`src/rtl/vram_arbiter_if.sv`:
```
// rtl/vram_arbiter_if.sv - host command and read-return bus of the screen RAM arbiter
interface vram_arbiter_if #(
  parameter int ADDR_W = 9,
  parameter int DATA_W = 8
);
  logic              host_valid;
  logic              host_ready;
  logic              host_write;
  logic [ADDR_W-1:0] host_addr;
  logic [DATA_W-1:0] host_wdata;
  logic              host_rvalid;
  logic [DATA_W-1:0] host_rdata;

  modport master (
    output host_valid, host_write, host_addr, host_wdata,
    input  host_ready, host_rvalid, host_rdata
  );

  modport slave (
    input  host_valid, host_write, host_addr, host_wdata,
    output host_ready, host_rvalid, host_rdata
  );
endinterface

```
`src/rtl/vram_arbiter.sv`:
```
// rtl/vram_arbiter.sv - screen RAM arbiter: video reads first, queued host commands fill idle cycles
// Optional host readback path enabled by defining VRAM_READBACK_EN.
module vram_arbiter #(
  parameter int ADDR_W     = 9,
  parameter int DATA_W     = 8,
  parameter int FIFO_DEPTH = 4
) (
  input  logic                          clock,
  input  logic                          reset,
  input  logic                          vid_req,
  input  logic [ADDR_W-1:0]             vid_addr,
  output logic [DATA_W-1:0]             vid_data,
  vram_arbiter_if.slave                 host,
  output logic [ADDR_W-1:0]             ram_addr,
  output logic                          ram_we,
  output logic [DATA_W-1:0]             ram_wdata,
  input  logic [DATA_W-1:0]             ram_rdata,
  output logic [$clog2(FIFO_DEPTH):0]   fifo_level
);
  localparam int PTR_W = $clog2(FIFO_DEPTH);
  localparam int LVL_W = PTR_W + 1;
  localparam logic [LVL_W-1:0] FULL_LEVEL = LVL_W'(FIFO_DEPTH);

  logic [ADDR_W-1:0] q_addr [FIFO_DEPTH];
  logic [DATA_W-1:0] q_data [FIFO_DEPTH];
  logic [PTR_W-1:0]  wr_ptr;
  logic [PTR_W-1:0]  rd_ptr;
  logic [LVL_W-1:0]  level;
  logic              ready;
  logic              push;
  logic              pop;
  logic              head_write;

  // Ready looks only at the registered level, so a same-cycle pop never frees a slot early.
  assign ready           = (level != FULL_LEVEL);
  assign push            = host.host_valid & ready;
  assign pop             = ~vid_req & (level != '0);
  assign host.host_ready = ready;
  assign fifo_level      = level;
  assign vid_data        = ram_rdata;

  always_ff @(posedge clock or negedge reset) begin
    if (!reset) begin
      wr_ptr <= '0;
      rd_ptr <= '0;
      level  <= '0;
    end else begin
      if (push) wr_ptr <= wr_ptr + PTR_W'(1);
      if (pop)  rd_ptr <= rd_ptr + PTR_W'(1);
      case ({push, pop})
        2'b10:   level <= level + LVL_W'(1);
        2'b01:   level <= level - LVL_W'(1);
        default: level <= level;
      endcase
    end
  end

  always_ff @(posedge clock) begin
    if (push) begin
      q_addr[wr_ptr] <= host.host_addr;
      q_data[wr_ptr] <= host.host_wdata;
    end
  end

`ifdef VRAM_READBACK_EN
  logic              q_write [FIFO_DEPTH];
  logic              rd_pend;
  logic [DATA_W-1:0] rdata_q;

  assign head_write = q_write[rd_ptr];

  always_ff @(posedge clock) begin
    if (push) q_write[wr_ptr] <= host.host_write;
  end

  // RAM data for a popped read arrives one cycle later; forward it then and keep a copy.
  always_ff @(posedge clock or negedge reset) begin
    if (!reset) begin
      rd_pend <= 1'b0;
      rdata_q <= '0;
    end else begin
      rd_pend <= pop & ~head_write;
      if (rd_pend) rdata_q <= ram_rdata;
    end
  end

  assign host.host_rvalid = rd_pend;
  assign host.host_rdata  = rd_pend ? ram_rdata : rdata_q;
`else
  logic unused_host_write;

  assign unused_host_write = host.host_write;
  assign head_write        = 1'b1;
  assign host.host_rvalid  = 1'b0;
  assign host.host_rdata   = '0;
`endif

  always_comb begin
    ram_addr  = vid_addr;
    ram_we    = 1'b0;
    ram_wdata = '0;
    if (pop) begin
      ram_addr  = q_addr[rd_ptr];
      ram_we    = head_write;
      ram_wdata = q_data[rd_ptr];
    end
  end
endmodule
```
`src/flat_wrapper.sv`:
```
// flat-port wrapper written by rule: the top's interface ports become plain ports
module vram_arbiter_flat 
#(
  parameter int ADDR_W     = 9,
  parameter int DATA_W     = 8,
  parameter int FIFO_DEPTH = 4
)
  (clock, reset, vid_req, vid_addr, vid_data, ram_addr, ram_we, ram_wdata, ram_rdata, fifo_level, host_host_valid, host_host_write, host_host_addr, host_host_wdata, host_host_ready, host_host_rvalid, host_host_rdata);
  vram_arbiter_if #(.ADDR_W(ADDR_W), .DATA_W(DATA_W)) host_i ();
  input  logic clock;
  input  logic reset;
  input  logic vid_req;
  input  logic [ADDR_W-1:0] vid_addr;
  output logic [DATA_W-1:0] vid_data;
  output logic [ADDR_W-1:0] ram_addr;
  output logic ram_we;
  output logic [DATA_W-1:0] ram_wdata;
  input  logic [DATA_W-1:0] ram_rdata;
  output logic [$clog2(FIFO_DEPTH):0] fifo_level;
  input wire logic [$bits(host_i.host_valid)-1:0] host_host_valid;
  input wire logic [$bits(host_i.host_write)-1:0] host_host_write;
  input wire logic [$bits(host_i.host_addr)-1:0] host_host_addr;
  input wire logic [$bits(host_i.host_wdata)-1:0] host_host_wdata;
  output wire logic [$bits(host_i.host_ready)-1:0] host_host_ready;
  output wire logic [$bits(host_i.host_rvalid)-1:0] host_host_rvalid;
  output wire logic [$bits(host_i.host_rdata)-1:0] host_host_rdata;
  assign host_i.host_valid = host_host_valid;
  assign host_i.host_write = host_host_write;
  assign host_i.host_addr = host_host_addr;
  assign host_i.host_wdata = host_host_wdata;
  assign host_host_ready = host_i.host_ready;
  assign host_host_rvalid = host_i.host_rvalid;
  assign host_host_rdata = host_i.host_rdata;
  vram_arbiter #(.ADDR_W(ADDR_W), .DATA_W(DATA_W), .FIFO_DEPTH(FIFO_DEPTH)) u_core (.clock(clock), .reset(reset), .vid_req(vid_req), .vid_addr(vid_addr), .vid_data(vid_data), .host(host_i), .ram_addr(ram_addr), .ram_we(ram_we), .ram_wdata(ram_wdata), .ram_rdata(ram_rdata), .fifo_level(fifo_level));
endmodule
```
`config.mk`:
```
export PLATFORM = sky130hd
export DESIGN_NAME = vram_arbiter_flat
export DESIGN_NICKNAME = d
export VERILOG_FILES = /design/src/rtl/vram_arbiter_if.sv /design/src/rtl/vram_arbiter.sv /design/src/flat_wrapper.sv
export SDC_FILE = /design/constraint.sdc
export NUM_CORES = 1
export LEC_CHECK = 0
export CELL_PAD_IN_SITES_DETAIL_PLACEMENT = 1
export CELL_PAD_IN_SITES_GLOBAL_PLACEMENT = 2
export CORE_MARGIN = 2
export CORE_UTILIZATION = 48
export CTS_CLUSTER_DIAMETER = 80
export DETAILED_ROUTE_END_ITERATION = 10
export DONT_BUFFER_PORTS = 1
export GPL_TIMING_DRIVEN = 0
export PLACE_DENSITY_LB_ADDON = 0.1
export SYNTH_ARGS = -nofsm -noshare
export SYNTH_HDL_FRONTEND = slang
export SYNTH_SLANG_ARGS = --single-unit
```
`constraint.sdc`:
```
create_clock -name clock -period 4.05 [get_ports clock]
set_input_delay 0.2025 -clock clock [delete_from_list [all_inputs] [get_ports clock]]
set_output_delay 0.2025 -clock clock [all_outputs]
set_load 0.02 [all_outputs]
```
==> results.ini, run 1 <==
[timing]
skew_ns = 0.0125
period_share_pct = 65.2
fin_tns_setup_ns = 0
tightest_slew_ns = 0.593
hold_viol_final = 0
min_period_ns = 2.64
fmax_ghz = 0.379
worst_slack_ns = 1.41
setup_violations = 0
maxSlewViolCount = 0
grt_setup_unrepaired = false
slew_headroom_pct = 60.4

[power]
pwr-share-seq_pct = 44.2
power_switching_w = 0.000830
p_sw_share_pct = 32.9
ir_drop_mv = 0.320
power.total_w = 0.00252
clock_power_share_pct = 23.1
intPower_w = 0.00169
power_frac_comb_pct = 32.7
cellPowerDensity_nw_per_um2 = 679
cellLeakagePower_nw = 1.35

[routing]
drtPass1Iterations = 4
wl_met1_um = 2200
top_layer = met4
ant_nets = 0
wire_per_inst_um = 19.5
drtIter0Drc = 63
dr_wl_met3_um = 363
avgViaCountPerCell = 5.34
drc_errors = 0
routed_wl_um = 5500
met2_length_um = 2860
vias = 1507

[critical_path]
timing.rr.start = u_core.fifo_level[0]
r2r-end = u_core.fifo_level[2]
crit_start = u_core.fifo_level[0]
r2r_setup_slack_ns = 1.41
cp.required_ns = 4.32
crit_fanout = 11
r2r_cells = 9
critPathArrivalTime_ns = 2.91
crit_path_start_kind = register
cp-end-kind = register
setup.worst_path.end = u_core.fifo_level[2]
worst_path_most_repeated_cell = xor2_1
worstPathCellList = nor3_1 > nor2_2 > buf_4 > ha_1 > inv_1 > fa_1 > xor2_1 > nor2_1 > xor2_1
path_class = register to register
crit_slowest_cell = dfrtp_1
max_stage_delay_ns = 0.53

[placed_design]
dp_hpwl_um = 3630
portBuffers = 0
place_ws_ns = 1.36
dp.cells = 248
place.gp.congestion = 0.638

[floorplan]
die_y_um = 85.6
die_w_um = 85.6
die_area_um2 = 7330
io_pins = 78
initial_core_util_pct = 50.0
rows = 29
core_um2 = 6390

[grt]
grt_use_total_pct = 16.7
grt_pass1_wl_um = 8910
grt_pass1_vias = 1643
overflow = 0
grt_max_degree = 18
antenna_found_initial = 0

[synth]
synth_cell_types = 25
syn_area_per_cell_um2 = 19.6
seq_area_frac_synth_pct = 69.4
synth_top_area_cell = edfxtp_1
synthCells = 163
synthTopCellsByArea = edfxtp_1 64%, mux4_2 8.5%, dfrtp_1 5.5%
synth_seq_cells = 75
synth_top_area_share_pct = 63.9
yosys_warnings = 0
netlist_area_um2 = 3200

[hold_path]
hold_class = input port to register

[clock_network]
cts_resized = 0
numClockSinks = 75
cts-root-buf = clkbuf_8
cts_buffers = 9
cts_max_level = 3
cts_tree = yes
path_clk_slew_ns = 0.08
clkLatencyLatePin_ns = 0.35
cts.path.max_buffers = 2

[final_layout]
n_antenna_cell = 0
most-common-layout-cells = 68 x edfxtp_1, 18 x buf_4, 18 x dlygate4sd3_1
nets = 245
drive_above_1_share_pct = 32.7
layoutNonFillerInstCount = 282
area_delta_synth_final_pct = 16.1
layout_commonest_cell = edfxtp_1

[run]
cap_violations = 0

[run_status]
status = finished clean

[flip-flops by register name, indices dropped and copies added, names as in the netlist]
signal	count
u_core.q_data	32
u_core.wr_ptr	2
u_core.rd_ptr	2
u_core.fifo_level	3
u_core.q_addr	36
[worst min-delay path by stage]
stage | slack (ns) | depth (start not counted) | endpoint | start
floorplan | -0.09 | 0 | u_core.fifo_level[0] | reset
global placement | -0.09 | 0 | u_core.fifo_level[0] | reset
detailed placement | -0.09 | 0 | u_core.fifo_level[2] | reset
CTS | 0.05 | 2 | u_core.rd_ptr[1] | vid_req
global route | 0.03 | 2 | u_core.rd_ptr[1] | vid_req
finish | 0.05 | 2 | u_core.rd_ptr[1] | vid_req
[metal layers]
layer | track usage (%) | vias up
met5 | 0 | -
li1 | - | 676
met2 | 27.8 | 56
met4 | 6.06 | 0
met3 | 6.16 | 8
met1 | 20.0 | 767
[cells by family (layout without fill, tap and decap cells)]
| group | Yosys count | in the layout | synth area share (%) |
|---|---|---|---|
| buffers and inverters | 28 | 62 | 5.95 |
| DFF | 75 | 75 | 69.4 |
| adders and majority gates | 6 | 6 | 2.58 |
| other | 1 | 9 | 0.117 |
| AOI/OAI and AO/OA | 1 | 1 | 0.156 |
| xor gates and xnor gates | 6 | 6 | 1.64 |
| and+or+nand+nor | 19 | 19 | 3.95 |
| muxes | 27 | 27 | 16.2 |
[worst max-delay path, delay by kind of cell (launching register included)]
family / cells / cell delay [ns]
flops: 1 / 0.53
buf+inv: 2 / 0.39
fa+ha+maj: 2 / 0.59
simple gates: 3 / 0.74
xor+xnor: 2 / 0.30
[Yosys cell counts (all sizes together)]
cell type	number
edfxtp	68
buf	22
mux4	17
mux2	10
and2	9
dfrtp	7
inv	6
ha	5
and3	4
xor2	4
nor2	2
xnor2	2
conb	1
fa	1
nand2	1
nor3	1
nor3b	1
o21ai	1
or3b	1
[cell type report]
type                            count  area (um2)
Fill cell                         576        2680
Sequential cell                    75        2220
Tap cell                           77        96.3
Multi-Input combinational cell     68         818
Clock inverter                      7        83.8
Clock buffer                        9         124
Timing Repair Buffer               18         180
Inverter                            6        22.5
Buffer                             22         168
[power by group through the flow]
| stage | clock, W | combinational, W | sequential (W) |
|---|---|---|---|
| after global placement | 0 | 0.000800 | 0.00112 |
| after detailed placement | 0 | 0.000828 | 0.00113 |
| final | 0.000582 | 0.000824 | 0.00111 |
| after global routing | 0.000628 | 0.000906 | 0.00113 |
| after floorplan | 0 | 0.000675 | 0.00111 |
| after CTS | 0.000594 | 0.000852 | 0.00112 |
[stage by stage]
stage                     cell area, um2  util, %  hold WS [ns]
after floorplan                     3230        -       -0.0931
after global placement              3320     52.0       -0.0929
after detailed placement            3320     52.0       -0.0929
after CTS                           3710     58.1        0.0472
after global routing                3710     58.1        0.0328
final                               3710     58.1        0.0539
[timing repair]
action | CTS | global route
buffers inserted | 0 | 0
endpoints found under the hold margin | 75 | 0
hold buffers | 18 | 0
No activity file was read; power rests on OpenSTA's default activity.
==> inputs of run 2 (changes only) <==
CORE_UTILIZATION = 45   (was 48)
clock period = 2.6 ns   (was 4.05 ns; I/O delays follow)
==> run 2 against run 1 <==
Clock skew decreased by 0.0062 ns. Maximum frequency rose by 9.3%. Largest power group unchanged. First-iteration DRC count fell by 4.8%. Worst setup slack worse by 1.2 ns. Largest cell class unchanged. Global-route usage about the same.
==> results.ini, run 2 (synthesis results as in run 1) <==
[run]
cap_violations = 0  ; unchanged

[placed_design]
portBuffers = 0  ; unchanged
dp_hpwl_um = 3830  ; +5.5%
dpl-instance-area_um2 = 3350  ; +0.72%
place.gp.congestion = 0.736  ; +15%

[grt]
overflow = 0  ; unchanged
grt_pass1_wl_um = 9220  ; +3.4%
grt_use_total_pct = 16.7  ; +0.019 points
grt_pass1_vias = 1690  ; +2.9%
antenna_found_initial = 0  ; unchanged
grt_max_degree = 18  ; unchanged

[routing]
vias = 1503  ; -0.27%
wire_per_inst_um = 19.8  ; +1.5%
drtIter0Drc = 60  ; -4.8%
drc_errors = 0  ; unchanged
avgViaCountPerCell = 4.98  ; -6.9%
ant_nets = 0  ; unchanged
routed_wl_um = 5980  ; +8.8%
drtPass1Iterations = 4  ; unchanged

[floorplan]
die_y_um = 88.3  ; +3.1%
io_pins = 78  ; unchanged
initial_core_util_pct = 46.8  ; -3.3 points
die_w_um = 88.3  ; +3.1%
rows = 30  ; +3.4%
core_um2 = 6830  ; +7.0%
die_area_um2 = 7790  ; +6.3%

[power]
cellPowerDensity_nw_per_um2 = 1080  ; +59%
ir_drop_mv = 0.468  ; +46%
cellLeakagePower_nw = 1.38  ; +1.8%

[clock_network]
path_clk_slew_ns = 0.08  ; about the same
numClockSinks = 75  ; unchanged
cts_tree = yes
cts_max_level = 3  ; unchanged
cts_buffers = 9  ; unchanged
cts.path.max_buffers = 2  ; unchanged
cts-root-buf = clkbuf_8
clkLatencyLatePin_ns = 0.33  ; -0.02 ns

[critical_path]
cp-end-kind = register
r2r_setup_slack_ns = 0.18  ; -1.22 ns
r2r_cells = 9  ; unchanged
max_stage_delay_ns = 0.51  ; -0.02 ns
path_class = register to register
crit_fanout = 6  ; -5
critPathBufInv = 2  ; unchanged
worstPathCellList = or3b_4 > and2_4 > inv_1 > ha_1 > inv_1 > fa_1 > xor2_1 > nor2_1 > xor2_1
path_depth = 9  ; unchanged
r2r-end = u_core.fifo_level[2]
timing.rr.start = u_core.fifo_level[0]
crit_slowest_cell = dfrtp_1
path_delay_family = simple AND/OR/NAND/NOR gates
critPathArrivalTime_ns = 2.67  ; -0.24 ns
crit_path_start_kind = register
cp.required_ns = 2.85  ; -1.47 ns

[timing]
tightest_slew_ns = 0.506  ; -0.0868 ns
fmax_ghz = 0.414  ; +9.3%
skew_ns = 0.00626  ; -0.00620 ns
period_share_pct = 92.9  ; +28 points
maxSlewViolCount = 0  ; unchanged
setup_violations = 0  ; unchanged
grt_setup_unrepaired = false
hold_viol_final = 0  ; unchanged
fin_tns_setup_ns = 0  ; unchanged
min_period_ns = 2.42  ; -0.225 ns
slew_headroom_pct = 66.3  ; +5.8 points

[hold_path]
whs_endpoint = u_core.wr_ptr[0]
min_path_cells = 2  ; unchanged
hp-start = host_host_valid
hold_class = input port to register

[final_layout]
largest_reg_flops = 36  ; unchanged
drive_above_1_share_pct = 32.5  ; -0.16 points
layout_commonest_cell = edfxtp_1
most-common-layout-cells = 68 x edfxtp_1, 19 x buf_4, 19 x dlygate4sd3_1
area_delta_synth_final_pct = 18.5
top_register = u_core.q_addr
n_antenna_cell = 0  ; unchanged
nets = 247  ; +0.82%
final_cell_area_um2 = 3790  ; +2.1%

[run_status]
status = finished clean

[run 2: changes by cell type in the layout (fill, tap and decap cells not counted), sizes merged]
cell         previous run  this run
clkinv                  3         2
buf                    22        23
inv                     8         6
dlygate4sd3            18        19
bufinv                  1         3
[run 2: routing by layer]
metal	global-route usage, %	vias to the layer above	wire [um]
met1	20.5	749	2340
li1	-	680	-
met3	4.57	8	362
met5	0	-	0
met2	28.2	66	3190
met4	6.75	0	87
[run 2: power breakdown]
group	internal, W	switching (W)
logic	0.000573	0.000740
registers	0.00161	0.000128
clock network	0.000635	0.000415
total	0.00282	0.00128
[run 2: worst max-delay path by stage]
stage / end / startpoint / slack, ns
after floorplan: u_core.fifo_level[2] / u_core.fifo_level[0] / 0.37
after global placement: u_core.fifo_level[2] / u_core.fifo_level[0] / -0.02
after detailed placement: u_core.fifo_level[2] / u_core.fifo_level[0] / -0.13
after CTS: u_core.fifo_level[2] / u_core.fifo_level[0] / 0.07
after global routing: u_core.fifo_level[2] / u_core.fifo_level[0] / 0.05
final: u_core.fifo_level[2] / u_core.fifo_level[0] / 0.18
[run 2: layout make-up]
cell class                 count  area [um2]
sequential                    75        2220
buffer                        22         168
timing repair buffer          20         198
clock inverter                 6         115
clock buffer                   9         124
inverter                       6        22.5
tap                           96         120
multi-input combinational     68         823
fill                         636        3040
[run 2: repair_timing]
action                     4_1_cts  5_1_grt
pin swaps                        0        1
setup buffers                    0        1
hold buffers                    19        0
setup endpoints to repair        1        1
hold endpoints to repair        76        0
resized for setup                1        0
[run 2: stage by stage]
stage	setup WS (ns)	power [W]	hold slack [ns]	cells	util, %
final	0.185	0.00410	0.0472	302	55.4
after global routing	0.0523	0.00434	0.0348	302	55.4
after floorplan	0.365	0.00278	-0.166	171	-
after global placement	-0.0202	0.00299	-0.165	267	49.0
after CTS	0.0685	0.00416	0.0245	301	55.3
after detailed placement	-0.127	0.00306	-0.165	267	49.0
==> inputs of run 3 (changes only) <==
REMOVE_ABC_BUFFERS = 1   (was default)
==> run 3 against run 2 <==
Register-to-register slack better by 0.04 ns. Utilization down 3.1 points. Via count down 4.1%. Global-route usage down 1.7 points. Sequential power up 7%.
==> results.ini, run 3 (synthesis results as in run 1) <==
[timing]
min_period_ns = 2.37  ; -0.0412 ns
tightest_slew_ns = 0.819  ; +0.313 ns
hold_ws_ns = 0.0580  ; +0.0108 ns
setup_violations = 0  ; unchanged
skew_ns = 0.00567  ; -0.000590 ns
grt_setup_unrepaired = false
hold_viol_final = 0  ; unchanged
slew_headroom_pct = 45.4  ; -21 points
fmax_ghz = 0.421  ; +1.7%
period_share_pct = 91.3  ; -1.6 points
maxSlewViolCount = 0  ; unchanged

[hold_path]
hold_class = input port to register
min_path_cells = 2  ; unchanged

[placed_design]
dpl-instance-area_um2 = 3180  ; -5.0%
dp_hpwl_um = 3240  ; -15%
portBuffers = 0  ; unchanged
place.gp.congestion = 0.708  ; -3.8%

[power]
ir_drop_mv = 0.593  ; +27%
cellLeakagePower_nw = 1.24  ; -9.7%
cellPowerDensity_nw_per_um2 = 1060  ; -2.2%

[floorplan]
die_w_um = 88.3  ; unchanged
die_area_um2 = 7790  ; unchanged
rows = 30  ; unchanged
initial_core_util_pct = 46.8  ; unchanged
io_pins = 78  ; unchanged
die_y_um = 88.3  ; unchanged
core_um2 = 6830  ; unchanged

[final_layout]
multi_input_area_um2 = 841  ; +2.1%
final_cell_area_um2 = 3580  ; -5.6%
nets = 226  ; -8.5%
fillers = 623  ; -2.0%
most-common-layout-cells = 68 x edfxtp_1, 19 x dlygate4sd3_1, 12 x mux4_2
largest_reg_flops = 36  ; unchanged
top_register = u_core.q_addr
drive_above_1_share_pct = 24.7  ; -7.8 points
layout_commonest_cell = edfxtp_1
n_antenna_cell = 0  ; unchanged
regArea_um2 = 2220  ; about the same
area_delta_synth_final_pct = 11.9

[routing]
avgViaCountPerCell = 5.11  ; +2.7%
drtIter0Drc = 76  ; +27%
vias = 1441  ; -4.1%
wire_per_inst_um = 19.6  ; -0.93%
drc_errors = 0  ; unchanged
drtPass1Iterations = 4  ; unchanged
ant_nets = 0  ; unchanged
routed_wl_um = 5530  ; -7.5%

[grt]
grt_pass1_vias = 1625  ; -3.8%
grt_max_degree = 21  ; +3
overflow = 0  ; unchanged
grt_use_total_pct = 15.1  ; -1.7 points
grt_pass1_wl_um = 8330  ; -9.7%
antenna_found_initial = 0  ; unchanged

[critical_path]
crit_path_start_kind = register
crit_fanout = 6  ; unchanged
cp-end-kind = register
cp.required_ns = 2.85  ; about the same
critPathArrivalTime_ns = 2.63  ; -0.04 ns
r2r_cells = 9  ; unchanged
path_class = register to register

[clock_network]
cts_tree = yes
cts_buffers = 9  ; unchanged
cts.path.max_buffers = 2  ; unchanged
path_clk_slew_ns = 0.07  ; about the same
postCtsSetupRepairBufs = 0  ; unchanged
numClockSinks = 75  ; unchanged
clkLatencyLatePin_ns = 0.33  ; about the same
cts-root-buf = clkbuf_8
cts_max_level = 3  ; unchanged

[run]
cap_violations = 0  ; unchanged

[run_status]
status = finished clean

==> run 3: changes by cell type in the layout (fill, tap and decap cells not counted), moves of 2 or more <==
cell and delta:
bufinv_16 -2, nor2_2 +2, buf_6 -2, buf_2 -2
clkinv_1 +2, buf_4 -19, clkinv_2 +2
==> run 3: path summary, 6_finish.rpt <==
path                       slack, ns                    to                 start
max                             0.23  u_core.fifo_level[2]  u_core.fifo_level[0]
min                             0.06      u_core.rd_ptr[0]               vid_req
max reg2reg                     0.23  u_core.fifo_level[2]  u_core.fifo_level[0]
min reg2reg                     0.59      u_core.wr_ptr[1]      u_core.wr_ptr[1]
max in group asynchronous       2.20      u_core.rd_ptr[0]                 reset
min in group asynchronous       0.13      u_core.rd_ptr[1]                 reset
==> run 3: metal layers <==
metal	track usage (%)	up-vias	part of all wire, %
met3	4.85	9	6.3
met5	0	-	0
li1	-	641	-
met1	18.5	730	42
met4	6.34	0	1.3
met2	24.7	61	50
==> run 3: final cells by class <==
cell class                 instances  share of cell area [%]
sequential                        75                    62.0
inverter                           6                   0.630
clock inverter                     6                    1.57
timing repair buffer              19                    5.32
multi-input combinational         70                    23.5
tap                               96                    3.36
clock buffer                      10                    3.57
==> run 3: timing repair <==
action                                  CTS  global route
endpoints found under the hold margin    76             0
gates resized for setup                   2             1
hold buffers                             19             0
pin swaps                                 0             1
gates cloned                              0             2
endpoints found under the setup margin   11             1
==> run 3: power by group <==
part / internal, W / leakage [nW] / switching [W]
Clock: 0.000435 / 0.0951 / 0.000391
Sequential: 0.00161 / 0.704 / 0.000263
Combinational: 0.000513 / 0.444 / 0.000576
==> run 3: metrics by stage <==
step / utilization, % / cells / power, W / worst slack [ns] / TNS [ns]
2_1_floorplan: - / 149 / 0.00269 / 0.235 / 0
3_3_place_gp: 46.5 / 245 / 0.00291 / -0.261 / -0.346
3_5_place_dp: 46.5 / 245 / 0.00296 / -0.276 / -0.381
4_1_cts: 52.1 / 280 / 0.00383 / 0.0760 / 0
5_1_grt: 52.3 / 282 / 0.00401 / 0.0586 / 0
6_report: 52.3 / 282 / 0.00379 / 0.226 / 0
==> run 3: critical path, stage by stage (launching register included) <==
cell	delay [ns]
dfrtp_1	0.51
or3b_4	0.52
and2_4	0.21
inv_1	0.05
ha_1	0.16
inv_1	0.06
fa_1	0.37
xor2_1	0.15
nor2_1	0.11
xor2_1	0.15
